[src/rtl/counter_pkg.sv]
// Shared definitions for the up/down counter: limit-handling modes and the
// sizing helper for the prescaler phase register.
package counter_pkg;

   // Behaviour of the counter when a step is attempted beyond a limit.
   typedef enum logic {
      MODE_WRAP = 1'b0,   // roll over to the opposite limit
      MODE_SAT  = 1'b1    // hold at the limit
   } limit_mode_e;

   // Bits needed to hold a prescaler phase in 0..prescale-1 (at least 1).
   function automatic int unsigned presc_width(input int unsigned prescale);
      return (prescale <= 2) ? 1 : $clog2(prescale);
   endfunction

endpackage

[src/rtl/counter_prescaler.sv]
// Divides the enabled-cycle stream down to one tick every PRESCALE enabled
// cycles. The phase only advances while en is high; restart forces it to 0.
module counter_prescaler
   import counter_pkg::*;
#(
   parameter int unsigned PRESCALE = 1
) (
   input  logic clk,
   input  logic rst,
   input  logic en,
   input  logic restart,
   output logic tick
);

   generate
      if (PRESCALE == 1) begin : g_direct
         // Every enabled cycle is a tick, so no phase state is needed.
         logic unused_ok;
         assign unused_ok = &{1'b0, clk, rst, restart};
         assign tick      = en;
      end else begin : g_count
         localparam int unsigned   PW   = presc_width(PRESCALE);
         localparam logic [PW-1:0] LAST = PW'(PRESCALE - 1);

         logic [PW-1:0] phase;

         assign tick = en && (phase == LAST);

         // Phase counter: 0..PRESCALE-1, frozen while en is low.
         // NOTE: state registers use non-blocking assignments so every flop
         // samples the pre-edge value of its inputs.
         always_ff @(posedge clk) begin
            if (rst || restart) begin
               phase <= '0;
            end else if (en) begin
               phase <= (phase == LAST) ? '0 : phase + PW'(1);
            end
         end
      end
   endgenerate

endmodule

[src/rtl/counter_ud_param.sv]
// Parameterised up/down counter with terminal count MAX_VAL, optional
// prescaling, wrap-or-saturate limit handling, a one-cycle terminal pulse and
// sticky overflow/underflow flags.
module counter_ud_param
   import counter_pkg::*;
#(
   parameter int unsigned      WIDTH    = 7,
   parameter logic [WIDTH-1:0] MAX_VAL  = {WIDTH{1'b1}},
   parameter int unsigned      PRESCALE = 1
) (
   input  logic             clk,
   input  logic             rst,
   input  logic             en,
   input  logic             inc,
   input  logic             dec,
   input  logic             load,
   input  logic [WIDTH-1:0] load_val,
   input  logic             sat_mode,
   input  logic             clr_flags,
   output logic [WIDTH-1:0] count,
   output logic             tc,
   output logic             zero,
   output logic             ovf,
   output logic             unf
);

   limit_mode_e      mode;
   logic             tick;
   logic             step_up;
   logic             step_dn;
   logic [WIDTH-1:0] load_clamped;
   logic [WIDTH-1:0] count_nxt;
   logic             tc_nxt;
   logic             ovf_hit;
   logic             unf_hit;

   assign mode = limit_mode_e'(sat_mode);

   // A load also realigns the prescaler so the next step is a full period away.
   counter_prescaler #(
      .PRESCALE (PRESCALE)
   ) u_prescaler (
      .clk     (clk),
      .rst     (rst),
      .en      (en),
      .restart (load),
      .tick    (tick)
   );

   // Conflicting inc/dec requests cancel; load always takes precedence.
   assign step_up = tick && !load && inc && !dec;
   assign step_dn = tick && !load && dec && !inc;

   // Loaded values above the terminal count are clipped to it.
   assign load_clamped = (load_val > MAX_VAL) ? MAX_VAL : load_val;

   // Next count, terminal pulse and limit events for this cycle.
   // NOTE: every output of this block gets a default first, so no path can
   // leave a value unassigned and infer a latch.
   always_comb begin
      count_nxt = count;
      tc_nxt    = 1'b0;
      ovf_hit   = 1'b0;
      unf_hit   = 1'b0;
      if (load) begin
         count_nxt = load_clamped;
      end else if (step_up) begin
         if (count == MAX_VAL) begin
            ovf_hit   = 1'b1;
            tc_nxt    = 1'b1;
            count_nxt = (mode == MODE_SAT) ? MAX_VAL : '0;
         end else begin
            count_nxt = count + WIDTH'(1);
         end
      end else if (step_dn) begin
         if (count == '0) begin
            unf_hit   = 1'b1;
            tc_nxt    = 1'b1;
            count_nxt = (mode == MODE_SAT) ? '0 : MAX_VAL;
         end else begin
            count_nxt = count - WIDTH'(1);
         end
      end
   end

   // Count, pulse and sticky flags; a new event beats a simultaneous clear.
   always_ff @(posedge clk) begin
      if (rst) begin
         count <= '0;
         tc    <= 1'b0;
         ovf   <= 1'b0;
         unf   <= 1'b0;
      end else begin
         count <= count_nxt;
         tc    <= tc_nxt;
         ovf   <= ovf_hit | (ovf & ~clr_flags);
         unf   <= unf_hit | (unf & ~clr_flags);
      end
   end

   assign zero = (count == '0);

endmodule

[config.mk]
export PLATFORM = sky130hd
export DESIGN_NAME = counter_ud_param
export DESIGN_NICKNAME = d
export VERILOG_FILES = /design/src/rtl/counter_pkg.sv /design/src/rtl/counter_prescaler.sv /design/src/rtl/counter_ud_param.sv
export SDC_FILE = /design/constraint.sdc
export NUM_CORES = 1
export LEC_CHECK = 0
export BUFFER_PORTS_ARGS = -buffer_cell sky130_fd_sc_hd__buf_2
export CORE_MARGIN = 3
export CORE_UTILIZATION = 54
export CTS_CLUSTER_DIAMETER = 40
export DETAILED_ROUTE_END_ITERATION = 8
export PLACE_DENSITY = 0.94
export SETUP_SLACK_MARGIN = 0.4
export SLEW_MARGIN = 0
export SYNTH_ARGS = -nofsm -noshare
export SYNTH_HDL_FRONTEND = slang
export SYNTH_SLANG_ARGS = --single-unit
[constraint.sdc]
create_clock -name clk -period 3.7 [get_ports clk]
set_clock_uncertainty 0.05 [all_clocks]
set_input_delay 0.37 -clock clk [delete_from_list [all_inputs] [get_ports clk]]
set_output_delay 0.37 -clock clk [all_outputs]
set_load 0.02 [all_outputs]
# Word-level counts from Yosys, hierarchy flattened
# Cells that the tools add are included.
# word_totals
out_inout_bits	11
wordCells	40
memories	0
in_bits	15
reg_bits	10
ramBits	0
romBits	0
latchBits	0
# classes
shift	0
addsub	2
n_reduce_logical	11
multipliers	0
magnitude_cmp	1
n_div	0
bitwise	5
eq_ne	1
n_mux	16
# op_table
op	n
$mux 7	8
$mux 1	8
$add 7x1->7 const B	1
$eq 7x7->1 const B	1
$gt 7x7->1 const B	1
$logic_not 7->1	1
$sub 7x1->7 const B	1
$logic_and 1x1->1	5
$logic_not 1->1	3
$reduce_bool 3->1	1
$and 1x1->1	2
$or 1x1->1	2
$reduce_or 2->1	1
$not 1->1	1

# Depth between registers and ports, before layout
# depth
ltp_word	8
ltp_mapped	7
mapped_depth_nobuf	7

# Hierarchy
# From an unflattened synthesis, not the netlist that was laid out.
# unflattened
cells_unflattened	111
area_unflattened_um2	870.8
# modules_own_cells
mod	instances	cells_each	area_per_inst_um2	seq_area_each_um2
counter_ud_param	1	110	863.3	200.2
counter_prescaler	1	1	7.5	0.0

# Least setup slack after synthesis
# No wires, ideal clock.
# synth_timing
path_kind	register to register
from	register count[0]
to	register count[2]
path_slack_ns	1.735
t_arrival_ns	1.856
required_ns	3.592
n_path_buf	0
setup_ns	0.058
synth_period_minus_slack_ns	1.965
path_stages_with_launch	8
path_cell_list	dfxtp_1 inv_1 ha_1 nor4bb_4 a221oi_2 o21ai_0 o21ai_0 o221a_2
# synth_via
elab_chain_len	5
elab_cells_between_ends	9
classes_between	add/sub (2); eq/ne (1); mux (5); reduce/logical (1)
# synth_lines
item	line_no	source
start, declared	counter_ud_param.sv:20	output logic [WIDTH-1:0] count,
start signal, assigned	counter_ud_param.sv:94	count <= count_nxt;
$sub 7x1->7 / $logic_not 7->1 (equally long branches)	counter_ud_param.sv:81, counter_ud_param.sv:76	
$mux 7	counter_ud_param.sv:76	if (count == '0) begin
$mux 7	counter_ud_param.sv:75	end else if (step_dn) begin
$mux 7 *	counter_ud_param.sv:67	end else if (step_up) begin
$mux 7 *	counter_ud_param.sv:65	if (load) begin
# Every way passes the cells marked *; elsewhere a longest branch is shown, timed or not. The select of a mux whose other input is x is not followed.
# A chain may end at the register's enable or synchronous reset.

# Final worst setup path
# Same ends and word-level chain as after synthesis.

==> out/summary.txt <==
Tmin final - 2.07 ns
GRT Util Overall - 0.258
row cnt - 13
post-route ant nets - 0
clock sink count - 10
delay-heaviest family, CP - compound AO/OA/AOI/OAI gates
Layout Utilization - 0.721
pin count of the biggest net entering global routing - 13
Final Setup Violations - 0
most frequent standard cell in the layout excluding fill and tap cells - buf_2
cts repair resizes - 0
FF-to-FF End - count[2]$_SDFFE_PP0P_
Initial Util - 0.615
fin area - 1010 um^2
VDD IR-drop max - 0.225 mV
port bufs - 25
RSZ-0062 raised after global routing - no
asr flop ratio synth - 0
CTS H-tree depth - 1
core area - 1400 um^2
final hold violations - 0
Worst R2R Setup Slack - 1.63 ns
Worst Setup Path Type - flop to flop
clock slew at reported path FFs - 0.08 ns
gr ovfl total - 0
period utilization - 0.559
FF-to-FF path depth - 7
first-pass detailed-route iteration total - 4
Fillers - 122
Hold/Removal Path Class - input port to flop
r2r startpoint - count[0]$_SDFFE_PP0P_
Final Wtd Congestion - 0.940
fmax - 0.484 GHz
CP cell instances - inv_1 -> ha_1 -> nor4bb_4 -> a221oi_2 -> o21ai_0 -> o21ai_0 -> o221a_2
vias per cell - 6.57
Gate Count Post-Synth - 111
Yosys Warn Count - 0
measured slew at the worst slew-check pin - 0.518 ns
Synthesized Nets - 129
vias in the first global route - 847
Post-synth EDFFs - 0
Area Growth Syn to Fin - 17.2%
die width - 45.9 um
Post-Place Cells - 146
number of max-cap violations - 0
post-DP HPWL - 1800 um
initial antenna violation count - 0
crit-path max FO - 8
final cell count without fillers - 150
most frequent cells in the layout - 25 x buf_2, 15 x a21oi_1, 10 x dfxtp_1
critical path arrival - 2.23 ns
status - completed
Critical-path top delay cell - dfxtp_1
post-synthesis sequential area ratio - 0.233
Die Y - 45.9 um
maximum clock path buffer count - 2
Worst setup SP type - flop
die area - 2110 um^2
Vias - 985
slowest stage delay, CP - 0.46 ns
syn avg cell area - 7.76 um^2
Most used DFF post-synth - dfxtp_1
total wire length - 2420 um
number of setup buffers added after CTS - 0
Root Buffer - clkbuf_4
worst-skew pair later-pin latency - 0.27 ns
hold_buf cts - 0
WP depth - 7
PD cells - 372 nW/um^2
Detailed Route Iter0 Violations - 63
first-pass GRT wire length - 3950 um
Yosys cell types - 40
Num CTS Buffers - 3
most used cell, CP - o21ai_0
placed cell area - 972 um^2
top post-synthesis cells by area - dfxtp_1 23%, a21oi_1 8.7%, a21o_1 4.4%, ha_1 4.4%, nand3_1 3.5%
P_leak - 0.458 nW
synthesized area - 861 um^2
Rel. slew slack - 0.654
Final nets - 154
area leader, netlist - dfxtp_1
# diodes - 0
Crit. End Element - flop
CP endpoint - count[2]$_SDFFE_PP0P_
critical path startpoint - count[0]$_SDFFE_PP0P_
CTS tree - yes
CP Data Required Time - 3.87 ns
Seq cells post-synth - 10
crit path buf inv count - 1
IO Count - 26
setup tns final - 0 ns
share of cells above drive strength 1 - 0.274
Slew Viols, Final - 0
total power draw - 0.375 mW
Remaining DRCs - 0
top-area cell type share of the netlist area - 0.233
WL/cell - 16.1 um
[cells by family after synthesis]
| kind of cell | after synthesis | synth area share |
|---|---|---|
| AOI/OAI and AO/OA | 41 | 0.331 |
| and+or+nand+nor | 40 | 0.267 |
| buffers and inverters | 11 | 0.0639 |
| DFF | 10 | 0.233 |
| xor gates and xnor gates | 6 | 0.0611 |
| adders and majority gates | 3 | 0.0436 |
[cell type report]
cell class	count	area (um^2)	area share
clock buffer	4	36.3	0.0360
inverter	6	22.5	0.0223
multi-input combinational	90	606	0.600
sequential	10	200	0.199
tap	15	18.8	0.0186
timing repair buffer	25	125	0.124
[worst min-delay path by stage]
| stage | depth (start not counted) | end | startpoint |
|---|---|---|---|
| detailed placement | 2 | unf$_SDFF_PP0_ | unf$_SDFF_PP0_ |
| CTS | 2 | count[4]$_SDFFE_PP0P_ | rst |
| finish | 2 | count[4]$_SDFFE_PP0P_ | rst |
| global route | 2 | unf$_SDFF_PP0_ | rst |
| global placement | 2 | ovf$_SDFF_PP0_ | ovf$_SDFF_PP0_ |
| floorplan | 1 | ovf$_SDFF_PP0_ | rst |
[cell usage after synthesis, types with 3 or more instances]
cell     number
a21o_1        5
a21oi_1      15
dfxtp_1      10
ha_1          3
inv_1         5
nand2_1       8
nand3_1       6
nor2_1        8
nor2b_1       3
nor3_1        4
o21ai_0       6
xnor2_1       3
xor2_1        3
[metrics by stage]
step / hold WS, ns / setup slack [ns]
floorplan: 0.389 / 1.74
global placement: 0.405 / 1.78
detailed placement: 0.418 / 1.67
CTS: 0.318 / 1.66
global route: 0.316 / 1.48
finish: 0.335 / 1.63
[flip-flops by register name, indices dropped and copies added, names as in the netlist]
signal and cells:
count 7, ovf 1, tc 1, unf 1
[power breakdown]
| part | internal [mW] | switching (mW) |
|---|---|---|
| clock network | 0.0598 | 0.0427 |
| logic | 0.0593 | 0.0732 |
| registers | 0.116 | 0.0238 |
[layer usage]
layer / up-vias / track usage / wire length [um]
li1: 459 / - / -
met1: 453 / 0.357 / 1030
met2: 66 / 0.398 / 1080
met3: 7 / 0.0435 / 257
met4: 0 / 0.0852 / 59
met5: - / 0 / 0
Power figures use the tool's default switching activity.
